## src/rtl/stage3_event_monitor.sv

```systemverilog
// ---------------------------------------------------------------------------
// stage3_event_monitor
//
// Downstream monitor on the ff2 bit coming out of stage2. It finds rising
// edges of ff2 and counts them over back-to-back windows of WIN_LEN cycles.
// At the end of each window it reports the count with a one-cycle strobe.
// It also keeps a saturating lifetime total of counted edges. A sticky alarm
// is raised when any window's count reaches THRESH.
//
// Parameters
//   CNT_W    width of the window count and the lifetime total
//   WIN_LEN  window length in clk cycles (must be >= 2)
//   THRESH   a window count >= THRESH raises the alarm
//
// Ports
//   clk        in   1      system clock; all logic runs on the rising edge
//   rst        in   1      synchronous reset, active-high
//   ff2        in   1      monitored bit from stage2
//   en         in   1      1 = run windows, 0 = idle (a partial window is dropped)
//   clr        in   1      synchronous clear of alarm, total and current window
//   win_count  out  CNT_W  edge count of the last completed window
//   win_valid  out  1      one-cycle strobe; win_count was just updated
//   alarm      out  1      sticky flag for a window that reached THRESH
//   total_cnt  out  CNT_W  saturating count of all counted edges
//   busy       out  1      registered, 1 while the FSM is not IDLE
//
// Priority of the control inputs is rst > clr > en.
// ---------------------------------------------------------------------------
module stage3_event_monitor #(
  parameter int CNT_W   = 8,
  parameter int WIN_LEN = 16,
  parameter int THRESH  = 4
) (
  input  logic             clk,
  input  logic             rst,
  input  logic             ff2,
  input  logic             en,
  input  logic             clr,
  output logic [CNT_W-1:0] win_count,
  output logic             win_valid,
  output logic             alarm,
  output logic [CNT_W-1:0] total_cnt,
  output logic             busy
);

  // The window position counter only has to reach WIN_LEN-1.
  localparam int WC_W = (WIN_LEN > 2) ? $clog2(WIN_LEN) : 1;
  localparam logic [WC_W-1:0]  WIN_LAST = WC_W'(WIN_LEN - 1);
  localparam logic [CNT_W-1:0] CNT_MAX  = '1;

  // FSM encoding.
  localparam logic [1:0] IDLE  = 2'd0;
  localparam logic [1:0] RUN   = 2'd1;
  localparam logic [1:0] ALARM = 2'd2;

  logic [1:0]       state;
  logic [1:0]       state_d;
  logic             ff2_q;
  logic [WC_W-1:0]  win_cnt;
  logic [CNT_W-1:0] ev_cnt;

  logic             rise;
  logic             counting;
  logic             win_end;
  logic [CNT_W-1:0] ev_next;
  logic [CNT_W-1:0] total_next;
  logic             hit;

  // Increment by one bit, but stick at the all-ones value instead of wrapping.
  function automatic logic [CNT_W-1:0] sat_inc(input logic [CNT_W-1:0] v,
                                               input logic inc);
    if (inc && (v != CNT_MAX)) begin
      return v + CNT_W'(1);
    end
    return v;
  endfunction

  // Edge detection and window bookkeeping.
  // Edges count only while a window is really advancing: the state is RUN
  // or ALARM and en is still high. The cycle that leaves for IDLE is
  // therefore not counted. A clr cycle is excluded further down by its
  // own branch. win_end marks the last cycle of a window. The edge seen in
  // that cycle is folded into the reported count through ev_next.
  always_comb begin
    rise       = ff2 & ~ff2_q;
    counting   = ((state == RUN) || (state == ALARM)) && en;
    win_end    = counting && (win_cnt == WIN_LAST);
    ev_next    = sat_inc(ev_cnt, rise);
    total_next = sat_inc(total_cnt, rise);
    hit        = (int'(ev_next) >= THRESH);
  end

  // Next-state logic.
  // clr wins over everything except reset. After clr the FSM restarts a
  // fresh window if en is high. The ALARM state is dropped because the
  // alarm flag itself is cleared. A window that ends with a hit moves
  // RUN to ALARM. ALARM keeps counting exactly like RUN.
  always_comb begin
    state_d = state;
    if (clr) begin
      state_d = en ? RUN : IDLE;
    end else begin
      case (state)
        IDLE: begin
          if (en) begin
            state_d = RUN;
          end
        end
        RUN, ALARM: begin
          if (!en) begin
            state_d = IDLE;
          end else if (win_end && hit) begin
            state_d = ALARM;
          end
        end
        default: state_d = IDLE;
      endcase
    end
  end

  // State register, plus busy registered from the next state.
  // busy therefore changes on the same edge as the state.
  always_ff @(posedge clk) begin
    if (rst) begin
      state <= IDLE;
      busy  <= 1'b0;
    end else begin
      state <= state_d;
      busy  <= (state_d != IDLE);
    end
  end

  // Previous-cycle copy of ff2 for the rise detector.
  // It follows ff2 even while idle or clearing. This means a level that is
  // already high when counting starts is not mistaken for a new edge.
  always_ff @(posedge clk) begin
    if (rst) begin
      ff2_q <= 1'b0;
    end else begin
      ff2_q <= ff2;
    end
  end

  // Window position and in-window edge count.
  // Both counters reset at a window end so that the next window follows
  // with no gap. Outside of counting cycles they are held at zero. This
  // covers idle cycles, RUN entry, an aborted window and a clear.
  always_ff @(posedge clk) begin
    if (rst) begin
      win_cnt <= '0;
      ev_cnt  <= '0;
    end else if (clr || !counting || win_end) begin
      win_cnt <= '0;
      ev_cnt  <= '0;
    end else begin
      win_cnt <= win_cnt + WC_W'(1);
      ev_cnt  <= ev_next;
    end
  end

  // Window report and sticky alarm.
  // The strobe is the default-low pulse, set only on the edge that closes
  // a window. A clear on that same cycle suppresses both the report and
  // the alarm. win_count is left alone by clr so the last report stays
  // readable.
  always_ff @(posedge clk) begin
    if (rst) begin
      win_count <= '0;
      win_valid <= 1'b0;
      alarm     <= 1'b0;
    end else begin
      win_valid <= 1'b0;
      if (clr) begin
        alarm <= 1'b0;
      end else if (win_end) begin
        win_count <= ev_next;
        win_valid <= 1'b1;
        if (hit) begin
          alarm <= 1'b1;
        end
      end
    end
  end

  // Lifetime total of counted edges.
  // It saturates instead of wrapping, and it holds its value while idle.
  always_ff @(posedge clk) begin
    if (rst) begin
      total_cnt <= '0;
    end else if (clr) begin
      total_cnt <= '0;
    end else if (counting) begin
      total_cnt <= total_next;
    end
  end

endmodule

```

## config.mk

```make
export PLATFORM = sky130hd
export DESIGN_NAME = stage3_event_monitor
export DESIGN_NICKNAME = d
export VERILOG_FILES = /design/src/rtl/stage3_event_monitor.sv
export SDC_FILE = /design/constraint.sdc
export NUM_CORES = 1
export LEC_CHECK = 0
export ABC_AREA = 1
export CORE_MARGIN = 5
export CORE_UTILIZATION = 57
export DETAILED_ROUTE_END_ITERATION = 10
export PLACE_DENSITY = 0.85
export SETUP_SLACK_MARGIN = 0.2
export SYNTH_ARGS = -nofsm -noshare
export SYNTH_HDL_FRONTEND = slang
export SYNTH_SLANG_ARGS = --single-unit
export TNS_END_PERCENT = 5
```

## constraint.sdc

```tcl
create_clock -name clk -period 3.8 [get_ports clk]
set_input_delay 0.76 -clock clk [delete_from_list [all_inputs] [get_ports clk]]
set_output_delay 0.76 -clock clk [all_outputs]
set_load 0.03 [all_outputs]
```

---- After elaboration in Yosys (flattened, before gate mapping) ----
Index checks and enable logic that the tools add are counted.
word-level totals
  logic and storage cells ................. 50
  output and inout bits ................... 19
  bits of input ports ..................... 5
  flip-flop bits (word level) ............. 34
cells by class
  reduce and logical (&&, ||, !) cells .... 17
  order comparisons ....................... 1
  multiplexer cells ....................... 12
  eq/ne operators ......................... 5
  $add $sub $neg .......................... 3
  bitwise operators ....................... 3
operators with widths
  kind                                                               number
  2-to-1 mux 8 bit                                                   3
  adder 8 x 1 -> 8 bit, second input constant                        2
  inequality test 8 bit, second input constant                       2
  greater-or-equal comparator 8 x 3 -> 1 bit, second input constant  1
  2-to-1 mux 2 bit                                                   4
  AND reduction 2 bit                                                3
  OR reduction 2 bit                                                 3
  logical AND 1 bit                                                  5
  adder 4 x 1 -> 4 bit, second input constant                        1
  == test 4 bit, second input constant                               1
  2-to-1 mux 1 bit                                                   4
  one-hot mux 2 bit (2 select lines)                                 1
  logical OR 1 bit                                                   3
  == test 2 x 1 -> 1 bit, second input constant                      1
  == test 2 bit, second input constant                               1
  zero test 2 bit                                                    1
  inverter 1 bit                                                     2
  nonzero test 2 bit                                                 1
  AND 1 bit                                                          1
  zero test 1 bit                                                    1

---- Logic depth before layout (Yosys ltp) ----
Gate-level depths: netlist of the first run.
  word-level depth ........................ 12
  gate-level depth with buffers ........... 17
  gate-level depth less buffers ........... 17

---- Worst setup path before layout of the first run ----
No wires, ideal clock.
  kind .................................... input -> register
  start point ............................. input ff2
  end point ............................... register total_cnt[7]
  stages .................................. 9
  setup slack ............................. 1905 ps
  setup time .............................. 116 ps
  path buffers ............................ 0
  data arrival time ....................... 1780 ps
  required time ........................... 3684 ps
  path through ............................ inv_2 -> nor2_4 -> nand3_1 -> nor2_1 -> nand3_1 -> nor2_1 -> nand4_1 -> nand2_1 -> nor2_1
between the ends
  cells in the longest elaborated chain, start to end .. 4
RTL lines
  item                           RTL line  source
  start, declared                36        input logic ff2,
  AND 1 bit                      85        rise = ff2 & ~ff2_q;
  logical AND 1 bit              72        if (inc && (v != CNT_MAX)) begin
  2-to-1 mux 1 bit               72
  AND reduction 2 bit (no line)  --
  end signal, assigned           193       total_cnt <= total_next;
  end, declared                  42        output logic [CNT_W-1:0] total_cnt,
Every way passes these cells.
A chain may end at the register's enable or synchronous reset.

---- Worst setup path after layout of the first run ----
  start point ............................. input en
  end point ............................... register win_count[4]
between the ends
  cells in the longest elaborated chain, start to end .. 3
RTL lines
  item                           RTL line  source
  start, declared                37        input logic en,
  logical AND 1 bit              86        counting = ((state == RUN) || (state == ALARM)) && en;
  logical AND 1 bit              87        win_end = counting && (win_cnt == WIN_LAST);
  AND reduction 2 bit (no line)  --
  end signal, assigned           176       win_count <= ev_next;
  end, declared                  39        output logic [CNT_W-1:0] win_count,
Every way passes these cells.

==> results of run 1 <==
-- stage by stage --
stage	instance area, um^2	total power [W]	worst slack (ns)
global route	1950	0.000692	1.21
global placement	1860	0.000400	1.06
CTS	1950	0.000665	1.39
floorplan	1600	0.000389	1.90
finish	1950	0.000661	1.39
detailed placement	1860	0.000401	1.02
-- power by group through the flow --
stage	clock network, W	registers, W	logic (W)
after floorplan	0	0.000371	0.0000182
after global placement	0	0.000369	0.0000315
after detailed placement	0	0.000369	0.0000318
after CTS	0.000273	0.000361	0.0000319
after global routing	0.000295	0.000361	0.0000357
final	0.000268	0.000361	0.0000320
-- Yosys cell counts --
cell type                  instances  area [um^2]
sky130_fd_sc_hd__nand2_4           1         11.3
sky130_fd_sc_hd__nor2_1           29          109
sky130_fd_sc_hd__ha_1              5         62.6
sky130_fd_sc_hd__nand4_1           3         18.8
sky130_fd_sc_hd__o221ai_1          1         8.76
sky130_fd_sc_hd__inv_1            29          109
sky130_fd_sc_hd__o211ai_1          5         37.5
sky130_fd_sc_hd__mux2i_1           1         10.0
sky130_fd_sc_hd__xnor2_1           1         8.76
sky130_fd_sc_hd__clkinv_1          1         3.75
sky130_fd_sc_hd__a31oi_1           1         6.26
sky130_fd_sc_hd__inv_4             1         6.26
sky130_fd_sc_hd__o21a_1            1         7.51
sky130_fd_sc_hd__nand3_1          13         65.1
sky130_fd_sc_hd__inv_2             5         18.8
sky130_fd_sc_hd__nand3b_1          2         15.0
sky130_fd_sc_hd__and3_1            1         6.26
sky130_fd_sc_hd__o21ai_0           4         20.0
sky130_fd_sc_hd__o21ai_1           1         5.00
sky130_fd_sc_hd__nand2_1          43          161
sky130_fd_sc_hd__nand2_8           1         20.0
sky130_fd_sc_hd__nor2_4            2         22.5
sky130_fd_sc_hd__nor2_2            4         25.0
sky130_fd_sc_hd__nor3_1            1         5.00
sky130_fd_sc_hd__o21bai_1          2         15.0
sky130_fd_sc_hd__dfxtp_1          34          681
sky130_fd_sc_hd__a21oi_1          11         55.1
sky130_fd_sc_hd__a31o_1            1         8.76
sky130_fd_sc_hd__or2_2             1         6.26
sky130_fd_sc_hd__clkbuf_1          2         7.51
sky130_fd_sc_hd__xor2_1            4         35.0
sky130_fd_sc_hd__nand2_2           5         31.3
-- sequential cells by signal, summed over array words and instances, names as in the netlist --
register and flops:
state 2, total_cnt 8, win_valid 1, ev_cnt 8, win_cnt 4, win_count 8, ff2_q 1, busy 1
alarm 1
-- worst min path at each step --
| stage | end | cells past startpoint |
|---|---|---|
| detailed placement | win_cnt[0] | 1 |
| global placement | win_cnt[0] | 1 |
| global route | win_cnt[0] | 1 |
| floorplan | win_cnt[0] | 1 |
| finish | win_cnt[0] | 1 |
| CTS | win_cnt[0] | 1 |
-- routing by layer --
metal / part of all wire [%] / track usage (%) / vias to the layer above
met4: 2.7 / 7.43 / 0
li1: - / - / 737
met5: 0 / 0 / -
met2: 44 / 27.3 / 44
met3: 6.2 / 7.55 / 11
met1: 47 / 24.5 / 626
-- final cells by class --
| cell class | instances | area (um^2) |
|---|---|---|
| multi-input combinational | 144 | 777 |
| sequential | 34 | 681 |
| tap | 31 | 38.8 |
| timing repair buffer | 23 | 230 |
| clock inverter | 3 | 45.0 |
| inverter | 36 | 138 |
| clock buffer | 5 | 37.5 |
| fill | 214 | 787 |
-- cell families after synthesis --
group           count (synthesis)  synth area share [%]
fa+ha+maj                       5                  3.90
simple gates                  106                  31.0
mux                             1                 0.625
buf+inv                        38                  9.06
xor+xnor                        5                  2.73
compound gates                 27                  10.2
flops                          34                  42.5
-- worst max-delay path, delay by kind of cell --
kind	cells	cell delay [ns]
compound gates	1	0.18
simple gates	3	0.91
buf+inv	4	0.80
==> impl_summary.txt, run 1 <==
----------------------------------------------------
[Outcome]
  Status ... complete, no violations

[Global routing]
  Largest net degree at the start of global routing ... 13
  Antenna violations before repair ... 0
  Total global routing track utilization ... 18.8%
  Vias in the first global route ... 1,312
  Aggregate global routing overflow ... 0
  First-pass GRT wire length ... 5930 um

[Setup path]
  Minimum setup slack among reg-to-reg paths ... 1.66 ns
  Slowest stage delay, CP ... 0.58 ns
  Worst setup path endpoint ... win_count[4]
  Crit path launch type ... input pin
  Max Fanout on Critical Path ... 12
  Worst setup path startpoint ... en
  Capture instance of the worst register-to-register path ... win_count[4]
  Most frequent cell on the critical path ... sky130_fd_sc_hd__inv_1
  Slowest stage cell, crit path ... sky130_fd_sc_hd__nor2_1
  R2R cell count ... 9
  Data required time at the worst endpoint ... 4.05 ns
  Critical R2R Launch ... state[0]
  Worst path arrival time ... 2.66 ns
  Kind of critical path ... in2reg
  Critical Path End Type ... register
  Cells along the critical path ... clkdlybuf4s50_1 > nand2_1 > nor2_1 > inv_1 > nor2_1 > inv_1 > o21bai_1 > inv_1

[Finish]
  Leading cell type in the layout, fill and taps excluded ... sky130_fd_sc_hd__nand2_1
  Most frequent cells in the layout ... sky130_fd_sc_hd__nand2_1 (43), sky130_fd_sc_hd__dfxtp_1 (34), sky130_fd_sc_hd__inv_1 (29), sky130_fd_sc_hd__nor2_1 (29), sky130_fd_sc_hd__clkdlybuf4s50_1 (23)
  Antenna cell count ... 0
  Area added between synthesis and finish ... 21.5%
  Fraction of the core area covered by cells at the end of the flow ... 71.2%
  Fraction of final layout cells with drive strength greater than 1 ... 11.4%
  Post-layout instance count excluding filler cells ... 276
  Layout net count ... 254

[Min path]
  Worst hold path class ... reg2reg
  Hold Crit Start ... win_cnt[0]

[CTS]
  TritonCTS clock tree ... built
  PostCTS Resize Cnt ... 0
  Clk sinks ... 34
  H-tree levels ... 2
  Clock root cell ... sky130_fd_sc_hd__clkbuf_4
  Number of setup buffers added after CTS ... 0
  Deepest clock path buffer count ... 2
  Clock buffers created by TritonCTS ... 5
  Clock latency on the worst-skew pair ... 0.34 ns
  Number of hold buffers added after cts ... 0
  Clock-pin transition on the worst setup and hold timing paths ... 0.11 ns

[Drt]
  Detailed-route wire length per cell ... 12.4 um
  Routed Antenna Nets ... 0
  First-iteration detailed-routing DRC count ... 71
  Detailed Routing Iterations Pass 1 ... 4
  Post-detailed-routing wire length ... 3430 um
  Number of design rule violations left after detail routing ... 0
  Vias per inst ... 5.14
  Via count ... 1,418

[Pwr]
  P per Cell Area ... 339 nW/um^2
  Cell Int Power ... 0.000509 W
  Sequential share of power ... 54.6%
  Switching power share of the total ... 23.0%
  Peak VDD IR ... 0.347 mV
  Switch Pwr ... 0.000152 W
  Part of the power in the clock network ... 40.5%
  Combinational group share of total power ... 4.8%
  Lkg Pwr ... 0.822 nW

[Timing]
  Max-slew violation total from the final report ... 0
  Final setup fails ... 0
  Final Skew ... 0.00459 ns
  Period utilisation layout ... 63.3%
  Peak clock frequency supported by timing ... 416 MHz
  Slew at the pin closest to its max-slew limit ... 0.766 ns
  Number of hold-slack violations in the final timing report ... 0
  Setup TNS after final layout ... 0 ns
  Post-layout minimum cycle time ... 2.41 ns
  Worst slack on hold paths ... 0.460 ns
  Unrepaired setup endpoints after global routing ... no
  Slew margin rel. ... 48.7%

[Floorplanning]
  Count of pins on the block boundary ... 24
  Height of the chip ... 63.0 um
  Area of the placeable core ... 2730 um^2
  Die width ... 63.0 um
  Total Die Area ... 3970 um^2
  Row cnt ... 19
  Initial Utilization ... 58.6%

[Run]
  Maximum Capacitance Violations ... 0

[Synth]
  Post-synthesis cell type count ... 32
  Average cell area after synthesis ... 7.42 um^2
  Cell Area, Synth ... 1600 um^2
  Net count after synthesis ... 226
  Sequential-to-total area share from yosys stat ... 42.5%
  Number of cells produced by synthesis ... 216
  Yosys reg bits ... 34
  Yosys warnings ... 0

[Placed design]
  Count of placed standard cells including taps ... 268
  Total of buffers placed on input and output ports ... 23
  Post-detail-place hpwl ... 2510 um
  Gpl congestion ... 0.858

----------------------------------------------------
Power figures use the tool's default switching activity.
==> run 2, diff against run 1 <==
- CORE_UTILIZATION: 57 -> 48
- PLACE_DENSITY: 0.85 -> 0.77
- clock period: 3.8 -> 2.18 ns (I/O delays scaled with it)
==> run 2 against run 1 <==
  * Final cell count rose by 8.7%
  * Core utilization fell by 10 points
  * Non-clock buffer count rose by 10
  * Critical path type is now reg2out
  * Critical endpoint is now total_cnt[2]
  * Highest routed layer unchanged
==> impl_summary.txt, run 2 (same netlist as run 1, synthesis figures left out) <==
----------------------------------------------------
[Outcome]
  Status ... complete, no violations

[Global routing]
  First-pass GRT wire length ... 5530 um
  Total global routing track utilization ... 16.1%
  Aggregate global routing overflow ... 0
  Largest net degree at the start of global routing ... 13
  Antenna violations before repair ... 0
  Vias in the first global route ... 1,261

[CTS]
  Clock root cell ... sky130_fd_sc_hd__clkbuf_4
  H-tree levels ... 2
  Clock latency on the worst-skew pair ... 0.33 ns
  Number of setup buffers added after CTS ... 0
  TritonCTS clock tree ... built
  Clk sinks ... 34
  Deepest clock path buffer count ... 2
  Clock-pin transition on the worst setup and hold timing paths ... 0.09 ns
  Clock buffers created by TritonCTS ... 5

[Run]
  Maximum Capacitance Violations ... 0

[Timing]
  Peak clock frequency supported by timing ... 518 MHz
  Post-layout minimum cycle time ... 1.93 ns
  Final Skew ... 0.00621 ns
  Worst Setup Slack, final ... 0.250 ns
  Max-slew violation total from the final report ... 0
  Slew margin rel. ... 79.0%
  Number of hold-slack violations in the final timing report ... 0
  Setup TNS after final layout ... 0 ns
  Period utilisation layout ... 88.6%
  Slew at the pin closest to its max-slew limit ... 0.314 ns
  Final setup fails ... 0
  Unrepaired setup endpoints after global routing ... yes

[Finish]
  Fraction of final layout cells with drive strength greater than 1 ... 15.4%
  Filler instances ... 298
  Layout net count ... 264
  Most frequent cells in the layout ... sky130_fd_sc_hd__nand2_1 (43), sky130_fd_sc_hd__dfxtp_1 (32), sky130_fd_sc_hd__inv_1 (29), sky130_fd_sc_hd__nor2_1 (28), sky130_fd_sc_hd__clkdlybuf4s50_1 (23)
  Sequential cell area ... 683 um^2
  Fraction of the core area covered by cells at the end of the flow ... 61.2%
  Post-route cell area ... 2010 um^2
  Area of combinational cells with multiple inputs ... 782 um^2
  Biggest regs ... ev_cnt: 8 flops, total_cnt: 8 flops, win_count: 8 flops
  Leading cell type in the layout, fill and taps excluded ... sky130_fd_sc_hd__nand2_1
  Area added between synthesis and finish ... 25.4%
  Antenna cell count ... 0

[Placed design]
  Gpl congestion ... 0.801
  Pre-CTS setup slack ... -0.0189 ns
  Total of buffers placed on input and output ports ... 23
  Post-detail-place hpwl ... 2450 um
  Cell Area, Placed ... 1960 um^2

[Pwr]
  P per Cell Area ... 499 nW/um^2
  Lkg Pwr ... 0.854 nW
  Peak VDD IR ... 0.320 mV
  Power after layout ... 0.00100 W

[Setup path]
  Number of buffer and inverter instances along the worst setup path ... 1
  Critical Path End Type ... output port
  Cells along the critical path ... clkdlybuf4s50_1
  Max Fanout on Critical Path ... 7
  Data required time at the worst endpoint ... 1.74 ns
  Crit path launch type ... register
  Slowest stage cell, crit path ... sky130_fd_sc_hd__clkdlybuf4s50_1
  Kind of critical path ... reg2out
  Worst path top cell family by delay ... buffers and inverters
  Worst path arrival time ... 1.49 ns
  Slowest stage delay, CP ... 0.71 ns

[Drt]
  Detailed Routing Iterations Pass 1 ... 4
  Post-detailed-routing wire length ... 3150 um
  Vias per inst ... 4.67
  Number of design rule violations left after detail routing ... 0
  Routed Antenna Nets ... 0
  First-iteration detailed-routing DRC count ... 42
  Detailed-route wire length per cell ... 10.5 um
  Via count ... 1,400

[Floorplanning]
  Row cnt ... 21
  Height of the chip ... 67.8 um
  Total Die Area ... 4590 um^2
  Count of pins on the block boundary ... 24
  Initial Utilization ... 48.8%
  Die width ... 67.8 um
  Area of the placeable core ... 3280 um^2

[Min path]
  Worst hold path class ... reg2reg

----------------------------------------------------
run 2: cell count changes in the layout (fill, tap and decap cells not counted), sizes merged:
cell and delta:
buf +10, clkbuf +2, clkinvlp -2, bufinv -1
run 2: final timing paths:
check / from / to / slack (ns) / depth (start not counted)
min reg2reg: win_cnt[0] / win_cnt[0] / 0.45 / 1
max reg2reg: ev_cnt[0] / busy / 0.40 / 16
max: total_cnt[2] / total_cnt[2] / 0.25 / 1
min: win_cnt[0] / win_cnt[0] / 0.45 / 1
run 2: stage by stage:
| step | instances | hold slack (ns) |
|---|---|---|
| final | 300 | 0.452 |
| after global routing | 300 | 0.479 |
| after CTS | 300 | 0.461 |
| after detailed placement | 293 | 0.440 |
| after global placement | 293 | 0.432 |
| after floorplan | 216 | 0.418 |
run 2: what timing repair did:
action / CTS / global route
gates resized for setup: 0 / 4
hold buffers: 0 / 0
setup endpoints to repair: 0 / 7
run 2: where the power goes:
group / switching, W / internal [W]
clock network: 0.000192 / 0.000122
logic: 0.0000353 / 0.0000268
registers: 0.00000324 / 0.000625
total: 0.000231 / 0.000774
run 2: final cells by class:
| class | count | share of cell area [%] |
|---|---|---|
| multi-input combinational | 144 | 38.9 |
| sequential | 34 | 34.0 |
| timing repair buffer | 33 | 15.2 |
| inverter | 36 | 6.85 |
| tap | 46 | 2.86 |
| clock buffer | 7 | 2.24 |
run 2: per-layer routing:
metal	vias to the layer above	wire length, um	part of all wire, %	GRT usage (%)
li1	755	-	-	-
met1	617	1620	51	21.3
met2	22	1360	43	24.3
met3	6	113	3.6	5.16
met4	0	57	1.8	5.96
met5	-	0	0	0
